## src/rtl/rtc_display_latch.sv

```systemverilog
// rtc_display_latch: shadows one RTC register burst and commits it to the display digits on vsync.
// Optional macro BCD_CHECK_EN rejects invalid or out-of-range BCD bytes and raises sticky bcd_err.
module rtc_display_latch #(
    parameter bit          VSYNC_ACTIVE_LOW = 1'b1,
    parameter int unsigned PENDING_TIMEOUT  = 2000000
) (
    input  logic       clock,
    input  logic       reset,
    input  logic       burst_start,
    input  logic       burst_done,
    input  logic       wr_valid,
    output logic       wr_ready,
    input  logic [3:0] reg_addr,
    input  logic [7:0] reg_data,
    input  logic       formato_hora,
    input  logic       timer_en,
    input  logic       vsync,
    output logic [3:0] digit1_HH,
    output logic [3:0] digit0_HH,
    output logic [3:0] digit1_MM,
    output logic [3:0] digit0_MM,
    output logic [3:0] digit1_SS,
    output logic [3:0] digit0_SS,
    output logic [3:0] digit1_DAY,
    output logic [3:0] digit0_DAY,
    output logic [3:0] digit1_MES,
    output logic [3:0] digit0_MES,
    output logic [3:0] digit1_YEAR,
    output logic [3:0] digit0_YEAR,
    output logic [3:0] digit1_HH_T,
    output logic [3:0] digit0_HH_T,
    output logic [3:0] digit1_MM_T,
    output logic [3:0] digit0_MM_T,
    output logic [3:0] digit1_SS_T,
    output logic [3:0] digit0_SS_T,
    output logic       AM_PM,
    output logic       estado_alarma,
    output logic       busy,
    output logic       bcd_err
);

    localparam int unsigned CntW = (PENDING_TIMEOUT > 1) ? $clog2(PENDING_TIMEOUT) : 1;
    localparam logic [CntW-1:0] CntLast = CntW'(PENDING_TIMEOUT - 1);

    typedef enum logic [1:0] {StIdle, StCollect, StPending, StCommit} state_e;

    state_e          state_q, state_d;
    logic            vsync_q;
    logic [CntW-1:0] cnt_q;
    logic [7:0]      shadow_q [0:8];
    logic [7:0]      hh_q, mm_q, ss_q, day_q, mes_q, year_q, hh_t_q, mm_t_q, ss_t_q;
    logic            am_pm_q, alarma_q, bcd_err_q;

    logic            accept, byte_ok, vsync_edge, timeout_hit, alarm_d;
    logic [7:0]      hh_bin, hh_disp;
    logic [3:0]      hh_sub;
    logic            hh_pm;

    assign wr_ready    = (state_q == StCollect);
    assign accept      = wr_valid && wr_ready;
    assign vsync_edge  = VSYNC_ACTIVE_LOW ? (vsync_q && !vsync) : (!vsync_q && vsync);
    assign timeout_hit = (cnt_q == CntLast);

`ifdef BCD_CHECK_EN
    always_comb begin
        byte_ok = (reg_data[7:4] <= 4'd9) && (reg_data[3:0] <= 4'd9);
        case (reg_addr)
            4'd0, 4'd1, 4'd6, 4'd7: if (reg_data > 8'h59) byte_ok = 1'b0;
            4'd2, 4'd8:             if (reg_data > 8'h23) byte_ok = 1'b0;
            4'd3: if (reg_data == 8'h00 || reg_data > 8'h31) byte_ok = 1'b0;
            4'd4: if (reg_data == 8'h00 || reg_data > 8'h12) byte_ok = 1'b0;
            default: ;
        endcase
    end
`else
    assign byte_ok = 1'b1;
`endif

    always_comb begin
        state_d = state_q;
        unique case (state_q)
            StIdle:    if (burst_start) state_d = StCollect;
            StCollect: if (burst_done) state_d = StPending;
            StPending: if (vsync_edge || timeout_hit) state_d = StCommit;
            StCommit:  state_d = StIdle;
            default:   state_d = StIdle;
        endcase
    end

    // 24 h -> 12 h; out-of-range hours are passed through untouched.
    always_comb begin
        hh_bin  = 8'(shadow_q[2][7:4]) * 8'd10 + 8'(shadow_q[2][3:0]);
        hh_sub  = 4'(hh_bin - 8'd12);
        hh_pm   = (hh_bin >= 8'd12);
        hh_disp = shadow_q[2];
        if (formato_hora) begin
            if (hh_bin == 8'd0) begin
                hh_disp = 8'h12;
            end else if (hh_bin >= 8'd13 && hh_bin <= 8'd23) begin
                hh_disp = (hh_sub >= 4'd10) ? {4'd1, hh_sub - 4'd10} : {4'd0, hh_sub};
            end
        end
    end

    assign alarm_d = timer_en && (shadow_q[6] == 8'h00) && (shadow_q[7] == 8'h00)
                     && (shadow_q[8] == 8'h00);

    always_ff @(posedge clock) begin
        if (reset) begin
            state_q   <= StIdle;
            vsync_q   <= VSYNC_ACTIVE_LOW;
            cnt_q     <= '0;
            bcd_err_q <= 1'b0;
            for (int i = 0; i < 9; i++) shadow_q[i] <= 8'h00;
            hh_q      <= 8'h00;
            mm_q      <= 8'h00;
            ss_q      <= 8'h00;
            day_q     <= 8'h00;
            mes_q     <= 8'h00;
            year_q    <= 8'h00;
            hh_t_q    <= 8'h00;
            mm_t_q    <= 8'h00;
            ss_t_q    <= 8'h00;
            am_pm_q   <= 1'b0;
            alarma_q  <= 1'b0;
        end else begin
            state_q <= state_d;
            vsync_q <= vsync;
            cnt_q   <= (state_q == StPending && state_d == StPending) ? cnt_q + 1'b1 : '0;
            if (accept && reg_addr < 4'd9) begin
                if (byte_ok) shadow_q[reg_addr] <= reg_data;
                else         bcd_err_q          <= 1'b1;
            end
            if (state_q == StCommit) begin
                hh_q     <= hh_disp;
                mm_q     <= shadow_q[1];
                ss_q     <= shadow_q[0];
                day_q    <= shadow_q[3];
                mes_q    <= shadow_q[4];
                year_q   <= shadow_q[5];
                ss_t_q   <= shadow_q[6];
                mm_t_q   <= shadow_q[7];
                hh_t_q   <= shadow_q[8];
                am_pm_q  <= hh_pm;
                alarma_q <= alarm_d;
            end
        end
    end

    assign {digit1_HH,   digit0_HH}   = hh_q;
    assign {digit1_MM,   digit0_MM}   = mm_q;
    assign {digit1_SS,   digit0_SS}   = ss_q;
    assign {digit1_DAY,  digit0_DAY}  = day_q;
    assign {digit1_MES,  digit0_MES}  = mes_q;
    assign {digit1_YEAR, digit0_YEAR} = year_q;
    assign {digit1_HH_T, digit0_HH_T} = hh_t_q;
    assign {digit1_MM_T, digit0_MM_T} = mm_t_q;
    assign {digit1_SS_T, digit0_SS_T} = ss_t_q;
    assign AM_PM         = am_pm_q;
    assign estado_alarma = alarma_q;
    assign busy          = (state_q != StIdle);
    assign bcd_err       = bcd_err_q;

endmodule
```

## config.mk

```make
export PLATFORM = sky130hd
export DESIGN_NAME = rtc_display_latch
export DESIGN_NICKNAME = d
export VERILOG_FILES = /design/src/rtl/rtc_display_latch.sv
export SDC_FILE = /design/constraint.sdc
export NUM_CORES = 1
export LEC_CHECK = 0
export CAP_MARGIN = 10
export CORE_MARGIN = 2
export CORE_UTILIZATION = 59
export DETAILED_ROUTE_END_ITERATION = 10
export MAX_ROUTING_LAYER = met4
export PLACE_DENSITY_LB_ADDON = 0.05
export SETUP_SLACK_MARGIN = 0.15
export SLEW_MARGIN = 30
export SYNTH_ARGS = -nofsm -noshare
export SYNTH_HDL_FRONTEND = slang
export SYNTH_SLANG_ARGS = --single-unit
```

## constraint.sdc

```tcl
create_clock -name clock -period 6.65 [get_ports clock]
set_input_delay 1.33 -clock clock [delete_from_list [all_inputs] [get_ports clock]]
set_output_delay 1.33 -clock clock [all_outputs]
set_load 0.03 [all_outputs]
```

Word level (Yosys, flattened, before mapping)
Memory sizes are Yosys's and may differ from the RTL's. A register that Yosys moved wholly into a read port is not among the register bits.
Cells that the tools add are included.

operators by class
  order comparisons = 5
  equal/unequal tests = 5
  bitwise gates (word level) = 1
  add/sub/neg operators = 4
  reductions and logical operators = 18
  shifts and indexed selects = 0
  multipliers = 1
  divide/modulo/power cells = 0
  muxes and demuxes = 16

operators by type and width
  kind                   count
  $logic_not 8->1        4
  $mux 8                 4
  $add 21x1->21 const B  1
  $eq 21x21->1 const B   1
  $ge 8x4->1 const B     2
  $add 8x4->8            1
  $le 8x5->1 const B     1
  $logic_and 1x1->1      8
  $pmux 2 s4             1
  $reduce_or 8->1        1
  $sub 4x4->4 const B    2
  $mul 4x3->7 const B    1
  $eq 2x2->1 const B     3
  $mux 1                 6
  $mux 2                 3
  $mux 5                 1
  $ge 4x4->1 const B     1
  $lt 4x4->1 const B     1
  $mux 4                 1
  $eq 2x1->1 const B     1
  $logic_not 2->1        1
  $reduce_bool 2->1      1
  $reduce_or 2->1        1
  $logic_not 1->1        1
  other kinds (2)        2

word-level totals
  input port bits = 20
  memories kept = 1
  bits in read-only memories = 0
  bits in registers = 58
  bits in latches = 0
  bits in writable memories = 72

memories
  memory    words  width  rd ports  clocked after Yosys merged registers in  write ports  RTL line  RTL
  shadow_q  9      8      9         5                                        9            50        logic [7:0] shadow_q [0:8];

Logic depth before layout (Yosys ltp)
Gate-level depths: netlist (run 1).

  depth after elaboration = 9
  mapped depth = 12
  mapped depth without buffers = 12

Least setup slack after synthesis (run 1)
OpenSTA, ideal clock, no wires.

  path type = input port to flip-flop
  start point = input reset
  end point = memory shadow_q[5][0], enable pin
  data arrival time = 2.639 ns
  slack = 3.627 ns
  stages = 5
  library setup time = 0.384 ns
  required time = 6.266 ns
  cells stage by stage = clkbuf_1 inv_1 and3_1 nand3b_1 o21ai_0

RTL lines
  element          RTL line  RTL
  start, declared  8         input logic reset,
  end, declared    50

==> results of run 1 <==
## stage by stage
step / area [um2] / total power, mW / setup slack, ns / utilization / instances
6_report: 8638 / 2.171 / 3.329 / 0.7469 / 949
5_1_grt: 8638 / 2.235 / 3.076 / 0.7469 / 949
4_1_cts: 8638 / 2.178 / 3.240 / 0.7469 / 949
3_5_place_dp: 8089 / 1.277 / 2.795 / 0.6994 / 917
3_3_place_gp: 8089 / 1.274 / 2.913 / 0.6994 / 917
2_1_floorplan: 7059 / 1.224 / 3.627 / - / 706
## sequential cells by signal, indices dropped and copies added, names as in the netlist
name,cells
AM_PM,1
estado_alarma,1
digit0_SS,4
hh_t_q,8
digit1_MM,4
digit0_MES,4
digit0_MM_T,4
state_q,2
digit1_DAY,4
digit0_MM,4
hh_q,8
digit1_SS_T,4
digit0_SS_T,4
cnt_q,21
digit0_YEAR,4
shadow_q,72
digit1_MES,4
vsync_q,1
digit1_YEAR,4
digit1_SS,4
digit1_MM_T,4
digit0_DAY,4
## logic make-up after synthesis
group / count (synthesis) / synth area share
simple gates: 328 / 0.2274
flops: 170 / 0.5842
compound gates: 120 / 0.1009
buf+inv: 47 / 0.02623
xor+xnor: 22 / 0.02730
fa+ha+maj: 16 / 0.03049
mux: 2 / 0.003013
other cells: 1 / 0.0005312
## power groups by stage
stage / sequential, mW / clock (mW) / combinational (mW)
final: 1.12 / 0.915 / 0.137
after global routing: 1.12 / 0.965 / 0.149
after CTS: 1.12 / 0.922 / 0.136
after detailed placement: 1.14 / 0 / 0.135
after global placement: 1.14 / 0 / 0.132
after floorplan: 1.15 / 0 / 0.0794
## layer usage
metal,global-route usage,share of wire,vias up
met5,-,0,-
met4,0.06341,0.014,0
met2,0.3733,0.48,151
met3,0.05260,0.054,18
li1,-,-,2579
met1,0.3361,0.45,2480
## synthesized netlist by cell type (8+ instances only)
library cell and number:
edfxtp_1 72, xnor2_1 14, a21oi_1 76, nor2_1 41
xor2_1 8, clkbuf_1 24, nand3_1 9, dfxtp_1 98
inv_1 16, ha_1 14, o21ai_0 13, and2_1 76
nand4_1 9, nand2_1 146
## path summary, 6_finish.rpt
kind	start	endpoint	slack, ns	cells after the start
min	cnt_q[0]	cnt_q[0]	0.44	1
min reg2reg	cnt_q[0]	cnt_q[0]	0.44	1
max	reset	shadow_q[4][0]	3.33	7
max reg2reg	shadow_q[2][4]	hh_q[4]	3.39	12
## cell type report
cell class              instances  area (um2)
clock buffers                  22       454.2
clock inverters                10       95.09
fillers                       822        2927
inverters                      17       63.81
multi-input cells             489        2754
flip-flops and latches        170        4124
well taps                     143       178.9
repair buffers                 98       968.4
==> flow_summary.json, run 1 <==
{
  "worstPathArrival_ns": 3.43,
  "synthArstFlopShare": 0,
  "grt.overflow.total": 0,
  "fin_crit_ns": 3.321,
  "yosys.area.top_type": "edfxtp_1",
  "antenna_found_initial": 0,
  "cts_resized": 0,
  "seq_area_frac_synth": 0.5842,
  "num-nets-final": 829,
  "slew_headroom": 0.4375,
  "worst_slew_pin_slew_ns": 0.8437,
  "rows": 39,
  "setup_viol": 0,
  "crit_slowest_cell": "nor3_1",
  "tns_ns": 0,
  "cts_tree": "built",
  "crit_chain": "buf_2 -> buf_4 -> inv_1 -> and3_1 -> nand3b_1 -> nor3_1 -> or2_2",
  "fp.dieH_um": 113.4,
  "grt_pass1_vias": 4924,
  "ys_ff_latch": 170,
  "crit_family": "simple AND/OR/NAND/NOR gates",
  "mostFrequentLayoutCell": "nand2_1",
  "netlist_area_mm2": 0.007059,
  "fmax_ghz": 0.3011,
  "dieArea_mm2": 0.01286,
  "power.switching_uw": 489.0,
  "cts_setup_buffers": 0,
  "slew_violations": 0,
  "drive_gt1_frac": 0.06452,
  "crit_type": "input pin to flip-flop",
  "yosys-top-cells-area": "edfxtp_1 (31%), dfxtp_1 (28%), nand2_1 (7.8%)",
  "crit_path_start_kind": "input pin",
  "path_max_fanout": 82,
  "core_area_mm2": 0.01156,
  "path_buf_inv": 3,
  "grt_util_all_layers": 0.2441,
  "ios": 97,
  "antenna_cells": 0,
  "synth_cell_types": 57,
  "hp-class": "flip-flop to flip-flop",
  "cts_buffers": 17,
  "fin_hold_ws_ns": 0.4436,
  "peakVddDrop_mv": 0.2419,
  "synthFlopType": "dfxtp_1",
  "clock_skew_ns": 0.009978,
  "clk_latency_ns": 0.42,
  "critPathMaxStageDelay_ns": 0.58,
  "seqPwrFrac": 0.516,
  "ant_nets": 0,
  "power_frac_comb": 0.063,
  "p_leak_nw": 3.022,
  "postCtsHoldBufs": 0,
  "clock-sinks": 170,
  "min_period_over_period": 0.4994,
  "cts_root_buffer": "clkbuf_16",
  "drc": 0,
  "syn_to_final_growth_pct": 22.37,
  "status": "finished, final reports clean",
  "finalHoldViolations": 0,
  "wl_per_cell_um": 15.60,
  "initial_core_util": 0.6104,
  "required_ns": 6.76,
  "clkTransAtPathRegs_ns": 0.06,
  "synth_fp_nets": 742,
  "synth_top_area_share": 0.3063,
  "final_cell_mix": "nand2_1 (145), dfxtp_1 (98), clkdlybuf4s50_1 (94)",
  "synth_warnings": 0,
  "rsz0062_at_grt": "no",
  "clockBufferDepth": 2,
  "htree_num_levels": 4,
  "power_density_mw_per_mm2": 251.3,
  "synthCells": 706,
  "synth_edf_count": 72,
  "grt_max_degree": 83,
  "die_w_um": 113.4,
  "drtPass1Iterations": 5,
  "grt_pass1_wl_um": 24010,
  "viasPerCell": 5.509,
  "port_buffers": 95,
  "clkPwrFrac": 0.422,
  "gp_congestion": 0.8650,
  "post-dp-hpwl_um": 10020,
  "vias": 5228,
  "sw_frac_of_total": 0.2252,
  "cap_violations": 0,
  "drt_iter0_markers": 369,
  "intPower_mw": 1.682,
  "wirelength_um": 14800,
  "end_kind": "flip-flop",
  "syn_area_per_cell_um2": 9.999
}
Note: power is estimated with default switching activity, not from simulation.
==> run 2, diff against run 1 <==
--- a/config.mk
+++ b/config.mk
@@ -7,7 +7,7 @@
 export LEC_CHECK = 0
 export CAP_MARGIN = 10
 export CORE_MARGIN = 2
-export CORE_UTILIZATION = 59
+export CORE_UTILIZATION = 49
 export DETAILED_ROUTE_END_ITERATION = 10
 export MAX_ROUTING_LAYER = met4
 export PLACE_DENSITY_LB_ADDON = 0.05
==> constraint.sdc (replaced) <==
create_clock -name clock -period 3.01 [get_ports clock]
set_input_delay 0.602 -clock clock [delete_from_list [all_inputs] [get_ports clock]]
set_output_delay 0.602 -clock clock [all_outputs]
set_load 0.03 [all_outputs]
==> flow_summary.json, run 2 (synthesized netlist as in run 1, its figures left out) <==
{
  "initial_core_util": 0.5047,
  "drive_gt1_frac": 0.1142,
  "worstPathArrival_ns": 3.13,
  "clockBufferDepth": 2,
  "hp-class": "flip-flop to flip-flop",
  "drc": 0,
  "htree_num_levels": 4,
  "grt_pass1_wl_um": 26080,
  "core_area_mm2": 0.01399,
  "wirelength_um": 16330,
  "reg_top3": "shadow_q x72, cnt_q x21",
  "clock-sinks": 170,
  "crit_chain": "ha_2 -> inv_2 -> fa_2 -> xor2_4 -> ha_4 -> and3_4 -> o311a_4 -> a211oi_4 -> buf_6 -> nor2_1 -> o311a_1",
  "worst-r2r-setup-slack_ns": 0.18,
  "cts_root_buffer": "clkbuf_16",
  "cts_buffers": 17,
  "top_register": "shadow_q",
  "multiInputGateArea_mm2": 0.002844,
  "drt_iter0_markers": 330,
  "rows": 43,
  "stdcell_area_mm2": 0.009000,
  "peakVddDrop_mv": 0.4244,
  "sw_frac_of_total": 0.2339,
  "crit_path_start_kind": "flip-flop",
  "antenna_found_initial": 0,
  "regArea_mm2": 0.004124,
  "vias": 5340,
  "setup_viol": 0,
  "power_frac_comb": 0.075,
  "grt_max_degree": 82,
  "status": "finished, final reports clean",
  "clkTransAtPathRegs_ns": 0.06,
  "clkPwrFrac": 0.422,
  "cap_violations": 0,
  "grt_pass1_vias": 5023,
  "slew_violations": 0,
  "place_area_mm2": 0.008315,
  "fp.dieH_um": 124.0,
  "ant_nets": 0,
  "port_buffers": 95,
  "clk_latency_ns": 0.42,
  "cts_tree": "built",
  "num-nets-final": 855,
  "power.switching_mw": 1.150,
  "required_ns": 3.31,
  "mostFrequentLayoutCell": "nand2_1",
  "slew_headroom": 0.4230,
  "viasPerCell": 5.277,
  "crit_slowest_cell": "fa_2",
  "worst_slew_pin_slew_ns": 0.8655,
  "path_max_fanout": 4,
  "antenna_cells": 0,
  "power_density_mw_per_mm2": 546.3,
  "path_buf_inv": 2,
  "die_w_um": 124.0,
  "dieArea_mm2": 0.01538,
  "min_period_over_period": 0.9395,
  "wl_per_cell_um": 16.14,
  "crit_family": "compound AO/OA/AOI/OAI gates",
  "finalHoldViolations": 0,
  "ios": 97,
  "rsz0062_at_grt": "yes",
  "tns_ns": 0,
  "intPower_mw": 3.766,
  "end_kind": "flip-flop",
  "p_leak_nw": 3.176,
  "post-dp-hpwl_um": 11270,
  "syn_to_final_growth_pct": 27.49,
  "n_fill_cell": 1208,
  "grt_util_all_layers": 0.2325,
  "seqPwrFrac": 0.502,
  "largest_register_ff_count": 72,
  "grt.overflow.total": 0,
  "drtPass1Iterations": 4,
  "final_cell_mix": "nand2_1 (145), dfxtp_1 (98), clkdlybuf4s50_1 (94)",
  "critPathMaxStageDelay_ns": 0.41,
  "fin_crit_ns": 2.828,
  "utilization": 0.6434,
  "clock_skew_ns": 0.01298,
  "crit_type": "flip-flop to flip-flop",
  "gp_congestion": 0.7848,
  "power.total_mw": 4.917,
  "fmax_ghz": 0.3536
}
## run 2: cell count changes in the layout (fill, tap and decap cells not counted), sizes merged
cell	before	now
inv	19	22
clkbuf	22	19
buf	4	30
## run 2: per-stage QoR
stage	cells	setup slack (ns)	hold WS [ns]
floorplan	706	0.1892	0.4129
global placement	976	0.1407	0.4227
detailed placement	976	0.03147	0.4316
CTS	1011	0.1504	0.4408
global route	1012	0.05188	0.4711
finish	1012	0.1821	0.4366
## run 2: worst paths after layout
path,startpoint,to,depth (start not counted)
worst min register to register,cnt_q[0],cnt_q[0],1
worst max-delay path,shadow_q[2][4],hh_q[1],11
worst max register to register,shadow_q[2][4],hh_q[1],11
worst min-delay path,cnt_q[0],cnt_q[0],1
## run 2: area by class of cell
| class | instances | area share |
|---|---|---|
| sequential | 170 | 0.4582 |
| multi-input combinational | 489 | 0.3160 |
| timing repair buffer | 124 | 0.1315 |
| clock buffer | 19 | 0.04921 |
| tap | 180 | 0.02502 |
| clock inverter | 13 | 0.01293 |
| inverter | 17 | 0.007090 |
## run 2: routing by layer
layer | wire, um | vias up | track usage | share of wire
li1 | - | 2641 | - | -
met5 | 0 | - | - | 0
met4 | 137 | 0 | 0.06601 | 0.0084
met3 | 887 | 11 | 0.05540 | 0.054
met2 | 7802 | 147 | 0.3547 | 0.48
met1 | 7505 | 2541 | 0.3122 | 0.46
## run 2: timing repair
action	in CTS	in global routing
resized for setup	3	19
gates cloned	0	0
setup endpoints to repair	7	7
pin swaps	1	11
hold buffers	0	0
buffers inserted	3	1
## run 2: power by group through the flow
stage | Clock (mW) | Sequential [mW] | Combinational [mW]
4_1_cts | 2.12 | 2.47 | 0.349
2_1_floorplan | 0 | 2.53 | 0.176
3_3_place_gp | 0 | 2.52 | 0.332
5_1_grt | 2.21 | 2.47 | 0.404
6_report | 2.08 | 2.47 | 0.370
3_5_place_dp | 0 | 2.52 | 0.336
